File: src/rtl/mult_datapath.sv
// mult_datapath: X:A:B product register and 9-bit add/subtract datapath for
// the signed add-shift multiplier. Sequencing is owned by the external
// controller, which drives the Reset_c / Clr_Ld / Add / Fn / Shift_En strobes.
// M (B[0]) goes back to the controller to drive its next add decision.
//
// Optional feature: define MULT_STEP_CNT_EN to add a saturating 4-bit shift
// counter (StepCnt) and a Done flag that is high while StepCnt >= W.
// W must be 15 or less when the counter is enabled.

module mult_datapath #(
   parameter int W = 8
) (
   input  logic         Clk,
   input  logic         Reset,
   input  logic         Reset_c,
   input  logic         Clr_Ld,
   input  logic         Add,
   input  logic         Fn,
   input  logic         Shift_En,
   input  logic [W-1:0] S,
   output logic         Xval,
   output logic [W-1:0] Aval,
   output logic [W-1:0] Bval,
   output logic         M
`ifdef MULT_STEP_CNT_EN
   ,
   output logic [3:0]   StepCnt,
   output logic         Done
`endif
);

   // Current register state
   logic         x_q;
   logic [W-1:0] a_q;
   logic [W-1:0] b_q;

   // Next-state values
   logic         x_d;
   logic [W-1:0] a_d;
   logic [W-1:0] b_d;

   // Adder operands and result, W+1 bits wide so X acts as the sign bit
   logic [W:0]   a_ext;
   logic [W:0]   s_ext;
   logic [W:0]   sum;

   // Sign-extend both operands; Fn selects two's complement negation of S
   always_comb begin
      a_ext = {a_q[W-1], a_q};
      s_ext = {S[W-1], S} ^ {(W+1){Fn}};
      // Carry out of bit W falls off the W+1 bit result on purpose
      sum   = a_ext + s_ext + {{W{1'b0}}, Fn};
   end

   // Next-state selection: Reset_c > Clr_Ld > {Add, Shift_En}
   // NOTE: every output of this block gets a default first (hold), so no
   // path through the if/case leaves a signal unassigned and no latch appears.
   always_comb begin
      x_d = x_q;
      a_d = a_q;
      b_d = b_q;
      if (Reset_c) begin
         x_d = 1'b0;
         a_d = '0;
         b_d = '0;
      end else if (Clr_Ld) begin
         x_d = 1'b0;
         a_d = '0;
         b_d = S;
      end else begin
         unique case ({Add, Shift_En})
            2'b10: begin
               x_d = sum[W];
               a_d = sum[W-1:0];
            end
            2'b01: begin
               a_d = {x_q, a_q[W-1:1]};
               b_d = {a_q[0], b_q[W-1:1]};
            end
            2'b11: begin
               // Add then shift the add result within one cycle
               x_d = sum[W];
               a_d = sum[W:1];
               b_d = {sum[0], b_q[W-1:1]};
            end
            default: ;
         endcase
      end
   end

   // Product register with asynchronous clear
   // NOTE: state registers use non-blocking assignments so every flop samples
   // the pre-edge value of its neighbours, which the shift chain relies on.
   always_ff @(posedge Clk or posedge Reset) begin
      if (Reset) begin
         x_q <= 1'b0;
         a_q <= '0;
         b_q <= '0;
      end else begin
         x_q <= x_d;
         a_q <= a_d;
         b_q <= b_d;
      end
   end

   // Outputs straight from the registers; M is the multiplier LSB
   always_comb begin
      Xval = x_q;
      Aval = a_q;
      Bval = b_q;
      M    = b_q[0];
   end

`ifdef MULT_STEP_CNT_EN
   logic [3:0] cnt_q;

   // Shift counter: cleared by any clear/load, counts shifts, sticks at 15
   always_ff @(posedge Clk or posedge Reset) begin
      if (Reset) begin
         cnt_q <= 4'd0;
      end else if (Reset_c || Clr_Ld) begin
         cnt_q <= 4'd0;
      end else if (Shift_En && (cnt_q != 4'd15)) begin
         cnt_q <= cnt_q + 4'd1;
      end
   end

   // Done is decoded combinationally from the counter
   always_comb begin
      StepCnt = cnt_q;
      Done    = (cnt_q >= 4'(W));
   end
`endif

endmodule

File: config.mk
export PLATFORM = sky130hd
export DESIGN_NAME = mult_datapath
export DESIGN_NICKNAME = d
export VERILOG_FILES = /design/src/rtl/mult_datapath.sv
export SDC_FILE = /design/constraint.sdc
export NUM_CORES = 1
export LEC_CHECK = 0
export CAP_MARGIN = 20
export CORE_MARGIN = 2
export CORE_UTILIZATION = 30
export CTS_CLUSTER_DIAMETER = 60
export DETAILED_ROUTE_END_ITERATION = 16
export GPL_ROUTABILITY_DRIVEN = 0
export HOLD_SLACK_MARGIN = 0.1
export PLACE_DENSITY = 0.55
export SLEW_MARGIN = 20
export SYNTH_ARGS = -nofsm -noshare
export SYNTH_HDL_FRONTEND = slang
export SYNTH_SLANG_ARGS = --single-unit
File: constraint.sdc
create_clock -name Clk -period 2.9 [get_ports Clk]
set_input_delay 0.58 -clock Clk [delete_from_list [all_inputs] [get_ports Clk]]
set_output_delay 0.58 -clock Clk [all_outputs]
set_load 0.03 [all_outputs]
# After elaboration in Yosys (flattened, before gate mapping)
# Cells that the tools add are included.
# Widths: inputs -> output; s select.
op_classes:
  bitwise_logic: 1
  n_reduce_logical: 4
  mux: 9
  n_lt_le_gt_ge: 0
  n_mul: 0
  n_div: 0
  shift: 0
  n_addsub: 2
  eq_ne: 3
op_table:
  columns: ["op", "n"]
  rows:
  - ["$mux 8", 4]
  - ["$pmux 8 s3", 1]
  - ["$pmux 8 s2", 1]
  - ["$add 9x1->9", 1]
  - ["$add 9x9->9", 1]
  - ["$xor 9x9->9", 1]
  - ["$reduce_bool 5->1", 1]
  - ["$eq 2x2->1 const B", 2]
  - ["$reduce_bool 4->1", 1]
  - ["$mux 1", 3]
  - ["$reduce_bool 3->1", 1]
  - ["$eq 2x1->1 const B", 1]
  - ["$reduce_or 2->1", 1]
word_totals:
  n_memories: 0
  reg_bits: 17
  elab_cells: 22
  mem_bits_ro: 0
  latch_bits: 0
  mem_bits_rw: 0
  inputBits: 15

# Longest topological paths before layout
# Gate-level depths: netlist of run 1.
logic_depth:
  word_depth: 6
  mapped_depth: 9
  mapped_depth_nobuf: 8

# Least setup slack after synthesis of run 1
# No wires, ideal clock.
synth_timing:
  path_type: "input-to-reg"
  start: "in Fn"
  end: "reg a_q[3], in the netlist Aval[3]"
  t_arrival_ns: 2.425
  slack_ns: 0.356
  path_stages: 9
  n_path_buf: 1
  cell_sequence: "buf_6 mux2i_2 inv_1 fa_1 a21o_1 a21oi_2 xnor2_1 mux4_1 and2_1"
synth_between:
  elab_chain_len: 6
synth_rtl:
  columns: ["element", "line", "rtl"]
  rows:
  - ["start: declaration", "18", "input logic Fn,"]
  - ["$xor 9x9->9", "50", "s_ext = {S[W-1], S} ^ {(W+1){Fn}};"]
  - ["$add 9x9->9", "52", "sum = a_ext + s_ext + {{W{1'b0}}, Fn};"]
  - ["$add 9x1->9 *", "52", null]
  - ["$pmux 8 s3 *", "71", "unique case ({Add, Shift_En})"]
  - ["$mux 8 *", "66", "end else if (Clr_Ld) begin"]
  - ["$mux 8 *", "62", "if (Reset_c) begin"]
  - ["end signal: assignment", "97", "a_q <= '0;"]
  - ["end signal: assignment", "101", "a_q <= a_d;"]
  - ["end: declaration", "34", "logic [W-1:0] a_q;"]
# Mark *: on every way between the ends. The rest lies on a longest branch, timed or not.
# A chain may end at the register's enable or synchronous reset.

# Worst setup path in the final report of run 1
layout_timing:
  start: "in Fn"
  end: "reg a_q[7], in the netlist Aval[7]"
# The elaborated chain is that of the path after synthesis.

==> results of run 1 <==
==> state kept, by name, indices dropped and copies added (netlist names) <==
register and flops:
Bval 8, Xval 1, Aval 8
==> synthesized netlist by cell type, drive strengths merged, types with 2 or more instances <==
cell type / instances
clkinv: 2
a221oi: 2
nor2b: 4
xor2: 9
dfrtp: 17
inv: 3
and2: 2
nand3: 3
buf: 4
mux2i: 11
clkbuf: 6
a21oi: 20
nand2: 6
xnor2: 3
a21o: 2
a211oi: 9
o211ai: 3
o21ai: 6
nor2: 23
ha: 7
nand4: 3
==> per-stage QoR <==
stage	setup TNS, ns	total power [mW]
after global routing	0	0.805
final	0	0.758
after global placement	-0.121	0.564
after floorplan	0	0.461
after CTS	0	0.761
after detailed placement	-0.257	0.568
==> logic make-up (layout without fill, tap and decap cells) <==
kind of cell,Yosys count,after routing,share of synthesized area (%)
DFF,17,17,30.8
xor gates and xnor gates,12,12,7.60
and+or+nand+nor,46,46,15.5
adders and majority gates,8,8,7.78
muxes,13,13,11.0
AOI/OAI and AO/OA,47,47,22.4
buffers and inverters,15,52,5.07
==> power breakdown <==
part | leakage, nW | switching (mW) | internal, mW
sequential | 0.229 | 0.0140 | 0.250
clock | 0.0228 | 0.0983 | 0.0982
combinational | 0.561 | 0.158 | 0.139
total | 0.813 | 0.270 | 0.487
==> how the worst min path moves through the flow <==
stage / start / slack [ns] / cells past startpoint / endpoint
floorplan: Reset / 0.51 / 1 / Aval[0]
global placement: Xval / 0.55 / 2 / Xval
detailed placement: Xval / 0.54 / 2 / Xval
CTS: Xval / 0.56 / 2 / Xval
global route: Xval / 0.62 / 2 / Xval
finish: Xval / 0.56 / 2 / Xval
==> worst register-to-register path: stages, from the launching register on <==
cell and delay (ns):
dfrtp_1 0.41, mux2i_2 0.17, inv_1 0.08, fa_1 0.41, a21o_1 0.19, a21oi_2 0.17, xnor2_1 0.07, mux4_1 0.47
and2_1 0.17
==> per-layer routing <==
layer	routed length (um)	track usage (%)	vias up	share of wire, %
met2	1600	24.2	41	47
met5	0	0	-	0
met3	175	2.25	5	5.2
met1	1570	18.9	572	46
met4	44	4.40	0	1.3
li1	-	-	648	-
==> cell type report <==
| type | count | area (um^2) |
|---|---|---|
| fill | 437 | 2540 |
| multi-input combinational | 126 | 887 |
| sequential | 17 | 425 |
| timing repair buffer | 43 | 403 |
| tap | 52 | 65.1 |
| clock buffer | 4 | 45.0 |
| inverter | 5 | 18.8 |
==> summary.txt, run 1 <==
Synthesis
  • Netlist Area Pre-Place: 1380 um^2
  • Synth area leader: dfrtp_1
  • Net Count, Synth: 181
  • Yosys cell types: 40
  • EDFF count, synth: 0
  • Top_reg_cell synth: dfrtp_1
  • Synth warn: 0
  • Syn Inst Count: 158
  • Synth async-reset ratio: 100%
  • Largest cells by area after synthesis: dfrtp_1 (31%), mux2i_1 (7.2%), a21oi_1 (6.9%)
  • Syn_area_per_cell: 8.75 um^2
  • Post-synth top area share: 30.8%
  • Sequential cell area fraction in the yosys report: 30.8%
  • Yosys reg bits: 17

Setup path
  • Worst path depth: 9
  • Worst path slowest cell: clkdlybuf4s50_1
  • Critical path class: input port to flip-flop
  • Reg2Reg Depth: 8
  • Critical Path Source: Fn
  • Top delay family on crit path: compound AO/OA/AOI/OAI gates
  • Worst setup endpoint: Aval[7]
  • Critical-path cell list: clkdlybuf4s50_1, buf_4, xor2_1, ha_1, o21ai_0, nor3_1, a221oi_1, nand4_1, a221oi_1
  • Reg2reg setup slack: 0.66 ns
  • Type of origin of the critical path: input port
  • Data required time at the worst endpoint: 3.07 ns
  • Largest stage delay on the critical path: 0.57 ns
  • Critical path buffer and inverter count: 2
  • R2R Path End: Aval[3]
  • Worst EP arrival: 2.92 ns
  • R2R Path Start: Aval[0]
  • Top cell by count, worst path: a221oi_1
  • Setup crit end kind: flip-flop
  • CP Max Fanout: 5

Timing
  • Final hold vios: 0
  • Worst hold slack: 0.558 ns
  • Post-layout min period: 2.75 ns
  • RSZ-0062 raised after global routing: no
  • Final setup fails: 0
  • Worst Clk Skew: 0.00119 ns
  • Max-slew violation count: 0
  • Worst slew pin tran: 0.674 ns
  • Final setup margin: 0.149 ns
  • Max Freq: 364 MHz
  • Crit share post-route: 94.8%
  • Slew margin rel.: 55.0%

Die
  • Die height: 71.9 um
  • Core box area: 4380 um^2
  • Die Wd: 71.9 um
  • I/O Pins: 33
  • Die area: 5170 um^2
  • Initial core utilization: 31.5%
  • Row cnt: 24

Place
  • Placed cell area: 1800 um^2
  • Dpl ws: -0.129 ns
  • Post-DP HPWL: 2.72 mm
  • Port bufs: 32
  • Cells after DPL: 243

Layout
  • Share of layout cells above drive strength 1: 10.3%
  • Finished Core Util: 42.1%
  • Synth-to-layout area growth: 33.4%
  • Most common cell after layout, fill and taps aside: clkdlybuf4s50_1
  • Layout Nets: 219
  • Commonest non-fill, non-tap cells in the layout: clkdlybuf4s50_1 (32), nor2_1 (23), a21oi_1 (19), dfrtp_1 (17), buf_4 (11)
  • Finished Layout Cells: 247
  • Final Instance Area: 1840 um^2
  • Diodes inserted: 0

Route
  • Final ANT Viol Nets: 0
  • Drt drc: 0
  • First-pass iteration count of the detailed router: 4
  • Routed WL: 3.40 mm
  • DR vias: 1,266
  • Initial DRC count: 43
  • Vias per cell: 5.13
  • Drt wl/cell: 13.7 um

Clocking
  • Postcts setup bufs: 0
  • CTS Root Cell: clkbuf_8
  • H-Tree Depth: 1
  • Post-CTS resize count: 0
  • Skew-Pair Late Insertion Delay: 0.26 ns
  • CTS clock-pin slew for the worst setup and hold paths: 0.07 ns
  • Hold-fix buffers, CTS: 0
  • Clk sinks: 17
  • Clock Path Buffers: 2
  • CTS tree: done
  • Total CTS buffers: 3

Pwr
  • Pleak: 0.813 nW
  • Max VDD drop: 0.189 mV
  • P per Cell Area: 411 nW/um^2

Global route
  • First-pass GRT wire length: 5.87 mm
  • Initial antenna violation count: 0
  • Pin count of the biggest net entering global routing: 26
  • GR Util All Layers: 14.3%
  • Number of global-route vias before repair: 1,258
  • GR Overflow Total: 0

Flow run
  • Max-cap viol count: 0

Hold path
  • Worst min path class: flip-flop to flip-flop

Outcome
  • Status: finished, final reports clean
No activity file was read; power rests on OpenSTA's default activity.
==> run 2, diff against run 1 <==
- clock period: 2.9 -> 2.6 ns (I/O delays scaled with it)
==> run 2 against run 1 <==
Against the previous run:
- non-clock buffer count rose by 13
- register-to-register slack got worse by 0.26 ns
- die area did not move
- clock skew rose by 0.0034 ns
- utilization rose by 2.7 points
- global-route usage rose by 0.68 points
- design area rose by 6.4%
- flip-flop and latch count did not move
- first-iteration DRC count fell by 7.0%
- clock-buffer cell count did not move
- via count rose by 7.3%
- sequential share of layout area fell by 1.4 points
- critical path type unchanged
==> summary.txt, run 2 (same netlist as run 1, synthesis figures left out) <==
Outcome
  • Status: finished, final reports clean

Die
  • I/O Pins: 33 (unchanged)
  • Core box area: 4380 um^2 (unchanged)
  • Initial core utilization: 31.5% (unchanged)
  • Die Wd: 71.9 um (unchanged)
  • Die area: 5170 um^2 (unchanged)
  • Die height: 71.9 um (unchanged)
  • Row cnt: 24 (unchanged)

Place
  • Placed cell area: 1900 um^2 (+5.4%)
  • Port bufs: 32 (unchanged)
  • Cells after DPL: 256 (+5.3%)
  • Post-DP HPWL: 2.84 mm (+4.3%)
  • Dpl ws: -0.357 ns (-0.228 ns)

Clocking
  • CTS clock-pin slew for the worst setup and hold paths: 0.07 ns (about the same)
  • Clk sinks: 17 (unchanged)
  • CTS Root Cell: clkbuf_8
  • Total CTS buffers: 3 (unchanged)
  • H-Tree Depth: 1 (unchanged)
  • CTS tree: done
  • Skew-Pair Late Insertion Delay: 0.26 ns (about the same)
  • Clock Path Buffers: 2 (unchanged)
  • Hold-fix buffers, CTS: 0 (unchanged)

Timing
  • RSZ-0062 raised after global routing: no
  • Crit share post-route: 96.0%
  • Post-layout min period: 2.50 ns
  • Setup tns final: 0 ns (unchanged)
  • Worst slew pin tran: 0.701 ns (+0.0270 ns)
  • Final hold vios: 0 (unchanged)
  • Final setup margin: 0.103 ns (-0.0464 ns)
  • Max Freq: 400 MHz
  • Slew margin rel.: 53.2% (-1.8 points)
  • Max-slew violation count: 0 (unchanged)
  • Final setup fails: 0 (unchanged)
  • Worst hold slack: 0.562 ns (+0.00432 ns)
  • Worst Clk Skew: 0.00460 ns (+0.00341 ns)

Setup path
  • Type of origin of the critical path: input port
  • CP Max Fanout: 5 (unchanged)
  • Reg2Reg Depth: 8 (unchanged)
  • Setup crit end kind: flip-flop
  • Data required time at the worst endpoint: 2.75 ns (-0.32 ns)
  • Critical path class: input port to flip-flop
  • Worst EP arrival: 2.65 ns (-0.27 ns)
  • Critical Path Source: S[2]
  • R2R Path Start: Aval[0]

Pwr
  • Pleak: 0.889 nW (+9.4%)
  • Max VDD drop: 0.197 mV (+4.4%)
  • Switching Fraction: 34.5% (-1.1 points)
  • Sw Pwr: 0.304 mW (+12%)
  • Logic gate share of total power: 42.7% (+3.5 points)
  • Flop pwr share: 33.6% (-1.2 points)
  • Clock power frac: 23.7% (-2.2 points)
  • Cell internal pwr: 0.576 mW (+18%)
  • P per Cell Area: 449 nW/um^2 (+9.2%)

Route
  • Drt wl/cell: 14.1 um (+2.4%)
  • Final ANT Viol Nets: 0 (unchanged)
  • DR vias: 1,358 (+7.3%)
  • Vias per cell: 5.22 (+1.9%)
  • Drt drc: 0 (unchanged)
  • Routed WL: 3.66 mm (+7.7%)
  • First-pass iteration count of the detailed router: 4 (unchanged)
  • Initial DRC count: 40 (-7.0%)

Layout
  • Finished Layout Cells: 260 (+5.3%)
  • Diodes inserted: 0 (unchanged)
  • Synth-to-layout area growth: 41.9%
  • Layout Nets: 232 (+5.9%)
  • Final Instance Area: 1960 um^2 (+6.4%)
  • Share of layout cells above drive strength 1: 18.3% (+8.0 points)
  • Most common cell after layout, fill and taps aside: clkdlybuf4s50_1
  • Commonest non-fill, non-tap cells in the layout: clkdlybuf4s50_1 (30), buf_4 (24), nor2_1 (23), dfrtp_1 (17), a21oi_1 (17)

Hold path
  • Startpoint of the worst hold path: Xval
  • Hold Crit Depth: 2 (unchanged)
  • Worst min path class: flip-flop to flip-flop

Global route
  • GR Overflow Total: 0 (unchanged)
  • First-pass GRT wire length: 6.05 mm (+3.2%)
  • Pin count of the biggest net entering global routing: 26 (unchanged)
  • GR Util All Layers: 15.0% (+0.68 points)
  • Initial antenna violation count: 0 (unchanged)
  • Number of global-route vias before repair: 1,296 (+3.0%)

Flow run
  • Max-cap viol count: 0 (unchanged)
run 2: cell types whose count changed in the layout (fill, tap and decap cells not counted), moves of 2 or more:
cell | before | now
a21oi_2 | 1 | 3
clkdlybuf4s50_1 | 32 | 30
a21oi_1 | 19 | 17
buf_4 | 11 | 24
run 2: path summary, 6_finish.rpt:
check | endpoint | slack, ns
worst max-delay path | Aval[3] | 0.10
worst min-delay path | Xval | 0.56
worst max register to register | Aval[3] | 0.40
worst min register to register | Xval | 0.56
max in group asynchronous | Aval[5] | 1.49
min in group asynchronous | Bval[3] | 0.67
run 2: area by class of cell:
cell class	instances	area [um^2]
inverters	5	18.8
clock buffers	4	45.0
flip-flops and latches	17	425
multi-input cells	126	906
repair buffers	56	502
fillers	436	2420
well taps	52	65.1
run 2: timing repair:
item / 4_1_cts / 5_1_grt
resized for setup: 4 / 3
setup endpoints to repair: 3 / 5
pin swaps: 2 / 1
setup buffers: 0 / 0
run 2: through the flow:
stage,utilization (%),power (mW)
2_1_floorplan,-,0.515
3_3_place_gp,43.3,0.667
3_5_place_dp,43.3,0.671
4_1_cts,44.5,0.886
5_1_grt,44.7,0.937
6_report,44.7,0.880
run 2: metal layers:
metal	track usage, %	wire, um	up-vias
met2	25.0	1770	36
met3	2.53	190	5
li1	-	-	674
met5	0	0	-
met1	20.0	1660	643
met4	4.40	39	0
run 2: worst max-delay path, cell delays in order:
cell and delay (ns):
clkdlybuf4s50_1 0.52, xor2_1 0.19, ha_1 0.32, a21oi_2 0.20, o21ai_2 0.10, xor2_1 0.16, mux4_1 0.47, and2_1 0.17
run 2: power by group through the flow:
stage / Clock (mW) / Sequential (mW) / Combinational (mW)
final: 0.209 / 0.295 / 0.376
after global routing: 0.229 / 0.298 / 0.410
after CTS: 0.215 / 0.295 / 0.376
after detailed placement: 0 / 0.300 / 0.371
after global placement: 0 / 0.300 / 0.367
after floorplan: 0 / 0.326 / 0.189
==> run 3, diff against run 2 <==
- CORE_ASPECT_RATIO: not set -> 0.7
- CORE_MARGIN: 2 -> not set
==> run 3 against run 2 <==
Against the previous run:
- cell count up 0.77%
- worst hold slack improved by 0.0035 ns
- die area down 5.4%
- worst setup slack lost 0.069 ns
- combinational power down 2%
- flip-flop and latch count is the same
- clock skew shrank 0.0031 ns
- total power shrank 0.75%
- global-route usage up 1.2 points
- utilization hardly changed
- routed wire length is 5.9% higher
- maximum frequency fell by 2.7%
- critical path type unchanged
- largest cell class unchanged
==> summary.txt, run 3 (same netlist as run 1, synthesis figures left out) <==
Outcome
  • Status: finished, final reports clean

Route
  • First-pass iteration count of the detailed router: 4 (unchanged)
  • Drt drc: 0 (unchanged)
  • Detail Route met3 WL: 186 um (-2.1%)
  • DR vias: 1,360 (+0.15%)
  • Drt wl/cell: 14.8 um (+5.1%)
  • Initial DRC count: 61 (+53%)
  • WL met2: 1.61 mm (-9.4%)
  • Top layer in use: met3
  • Post-Route M1 WL: 2.08 mm (+26%)
  • Routed WL: 3.88 mm (+5.9%)
  • Vias per cell: 5.19 (-0.62%)
  • Final ANT Viol Nets: 0 (unchanged)

Timing
  • Slew margin rel.: 52.1% (-1.1 points)
  • Max Freq: 390 MHz (-2.7%)
  • Final hold vios: 0 (unchanged)
  • Worst hold slack: 0.566 ns (+0.00350 ns)
  • Worst Clk Skew: 0.00146 ns (-0.00314 ns)
  • Crit share post-route: 98.7% (+2.6 points)
  • Setup tns final: 0 ns (unchanged)
  • Worst slew pin tran: 0.717 ns (+0.0165 ns)
  • Post-layout min period: 2.57 ns (+0.0685 ns)
  • Final setup fails: 0 (unchanged)
  • Max-slew violation count: 0 (unchanged)

Global route
  • GR Util All Layers: 16.2% (+1.2 points)
  • Number of global-route vias before repair: 1,207 (-6.9%)
  • GR Overflow Total: 0 (unchanged)
  • First-pass GRT wire length: 6.18 mm (+2.0%)
  • Initial antenna violation count: 0 (unchanged)
  • Pin count of the biggest net entering global routing: 18 (-31%)

Setup path
  • Critical-path cell list: clkdlybuf4s50_1, xor2_1, ha_1, a21oi_1, o21ai_2, xor2_1, mux4_1, and2_1
  • R2R Path End: Aval[3]
  • CP Max Fanout: 5 (unchanged)
  • Reg2Reg Depth: 8 (unchanged)
  • Reg2reg setup slack: 0.38 ns (-0.02 ns)
  • Setup crit end kind: flip-flop
  • Type of origin of the critical path: input port
  • Worst EP arrival: 2.72 ns (+0.07 ns)
  • Worst path slowest cell: clkdlybuf4s50_1
  • Top cell by count, worst path: xor2_1
  • R2R Path Start: Aval[0]
  • Data required time at the worst endpoint: 2.75 ns (about the same)
  • Critical path class: input port to flip-flop
  • Largest stage delay on the critical path: 0.50 ns (-0.02 ns)

Layout
  • Synth-to-layout area growth: 41.8% (about the same)
  • Commonest non-fill, non-tap cells in the layout: clkdlybuf4s50_1 (30), nor2_1 (23), buf_4 (23), dfrtp_1 (17), a21oi_1 (17)
  • Share of layout cells above drive strength 1: 17.9% (-0.39 points)
  • Most common cell after layout, fill and taps aside: clkdlybuf4s50_1
  • Diodes inserted: 0 (unchanged)
  • Layout Nets: 231 (-0.43%)
  • Final Instance Area: 1960 um^2 (about the same)

Die
  • Core box area: 4380 um^2 (-0.11%)
  • Initial core utilization: 31.6% (+0.036 points)
  • I/O Pins: 33 (unchanged)
  • Row cnt: 20 (-17%)
  • Die area: 4890 um^2 (-5.4%)
  • Die Wd: 83.1 um (+16%)
  • Die height: 58.8 um (-18%)

Pwr
  • P per Cell Area: 445 nW/um^2 (-0.69%)
  • Max VDD drop: 0.182 mV (-7.5%)
  • Pleak: 0.877 nW (-1.3%)

Clocking
  • CTS tree: done
  • Clock Path Buffers: 2 (unchanged)
  • CTS Root Cell: clkbuf_8
  • H-Tree Depth: 1 (unchanged)
  • Clk sinks: 17 (unchanged)
  • Total CTS buffers: 3 (unchanged)
  • CTS clock-pin slew for the worst setup and hold paths: 0.07 ns (about the same)
  • Skew-Pair Late Insertion Delay: 0.26 ns (about the same)

Place
  • Port bufs: 32 (unchanged)
  • Placed cell area: 1890 um^2 (-0.59%)
  • Post-DP HPWL: 3.04 mm (+7.0%)

Flow run
  • Max-cap viol count: 0 (unchanged)

Hold path
  • Hold Path End: Xval
  • Hold Crit Depth: 2 (unchanged)
  • Worst min path class: flip-flop to flip-flop
  • Startpoint of the worst hold path: Xval
[run 3: cell types whose count changed in the layout (fill, tap and decap cells not counted), sizes merged]
cell / change
buf: -1
clkdlybuf4s15: +1
dlymetal6s2s: -1
[run 3: metrics by stage]
| stage | util [%] | instances | total power, mW | worst slack, ns |
|---|---|---|---|---|
| 2_1_floorplan | - | 158 | 0.515 | 0.116 |
| 3_3_place_gp | 43.1 | 257 | 0.656 | -0.336 |
| 3_5_place_dp | 43.1 | 257 | 0.661 | -0.395 |
| 4_1_cts | 44.3 | 262 | 0.880 | 0.0433 |
| 5_1_grt | 44.8 | 262 | 0.930 | -0.0165 |
| 6_report | 44.8 | 262 | 0.873 | 0.0345 |
[run 3: critical path, delay by kind of cell]
family | cells | cell delay [ns]
buffers and inverters | 1 | 0.50
multiplexers | 1 | 0.47
AO/OA/AOI/OAI | 2 | 0.39
XOR/XNOR | 2 | 0.36
adder cells (fa/ha/maj) | 1 | 0.32
AND/OR/NAND/NOR | 1 | 0.16
[run 3: what timing repair did]
action | in CTS | in global routing
hold buffers | 0 | 0
endpoints found under the setup margin | 4 | 2
buffers inserted | 1 | 0
gates resized for setup | 4 | 5
[run 3: area by class of cell]
type                            instances  area (um^2)
Timing Repair Buffer                   55          492
Sequential cell                        17          425
Clock buffer                            4         45.0
Inverter                                5         18.8
Multi-Input combinational cell        126          911
Tap cell                               55         68.8
Fill cell                             442         2420
[run 3: worst max path at each step]
| stage | from | end | slack [ns] | cells past startpoint |
|---|---|---|---|---|
| 5_1_grt | S[2] | Aval[3] | -0.02 | 8 |
| 4_1_cts | S[1] | Aval[3] | 0.04 | 9 |
| 2_1_floorplan | Fn | Aval[3] | 0.12 | 9 |
| 3_5_place_dp | Fn | Aval[7] | -0.39 | 9 |
| 6_report | S[2] | Aval[3] | 0.03 | 8 |
| 3_3_place_gp | S[0] | Aval[3] | -0.34 | 9 |
[run 3: metal layers]
layer	track usage (%)	vias to the layer above
li1	-	667
met1	24.0	662
met2	24.4	31
met3	4.63	0
met4	1.48	0
met5	0	-
[run 3: power breakdown]
part	internal (mW)	total (mW)	leakage, nW	switching, mW
logic	0.179	0.370	0.626	0.191
registers	0.279	0.295	0.229	0.0162
clock network	0.109	0.208	0.0228	0.0993
total	0.567	0.873	0.877	0.306
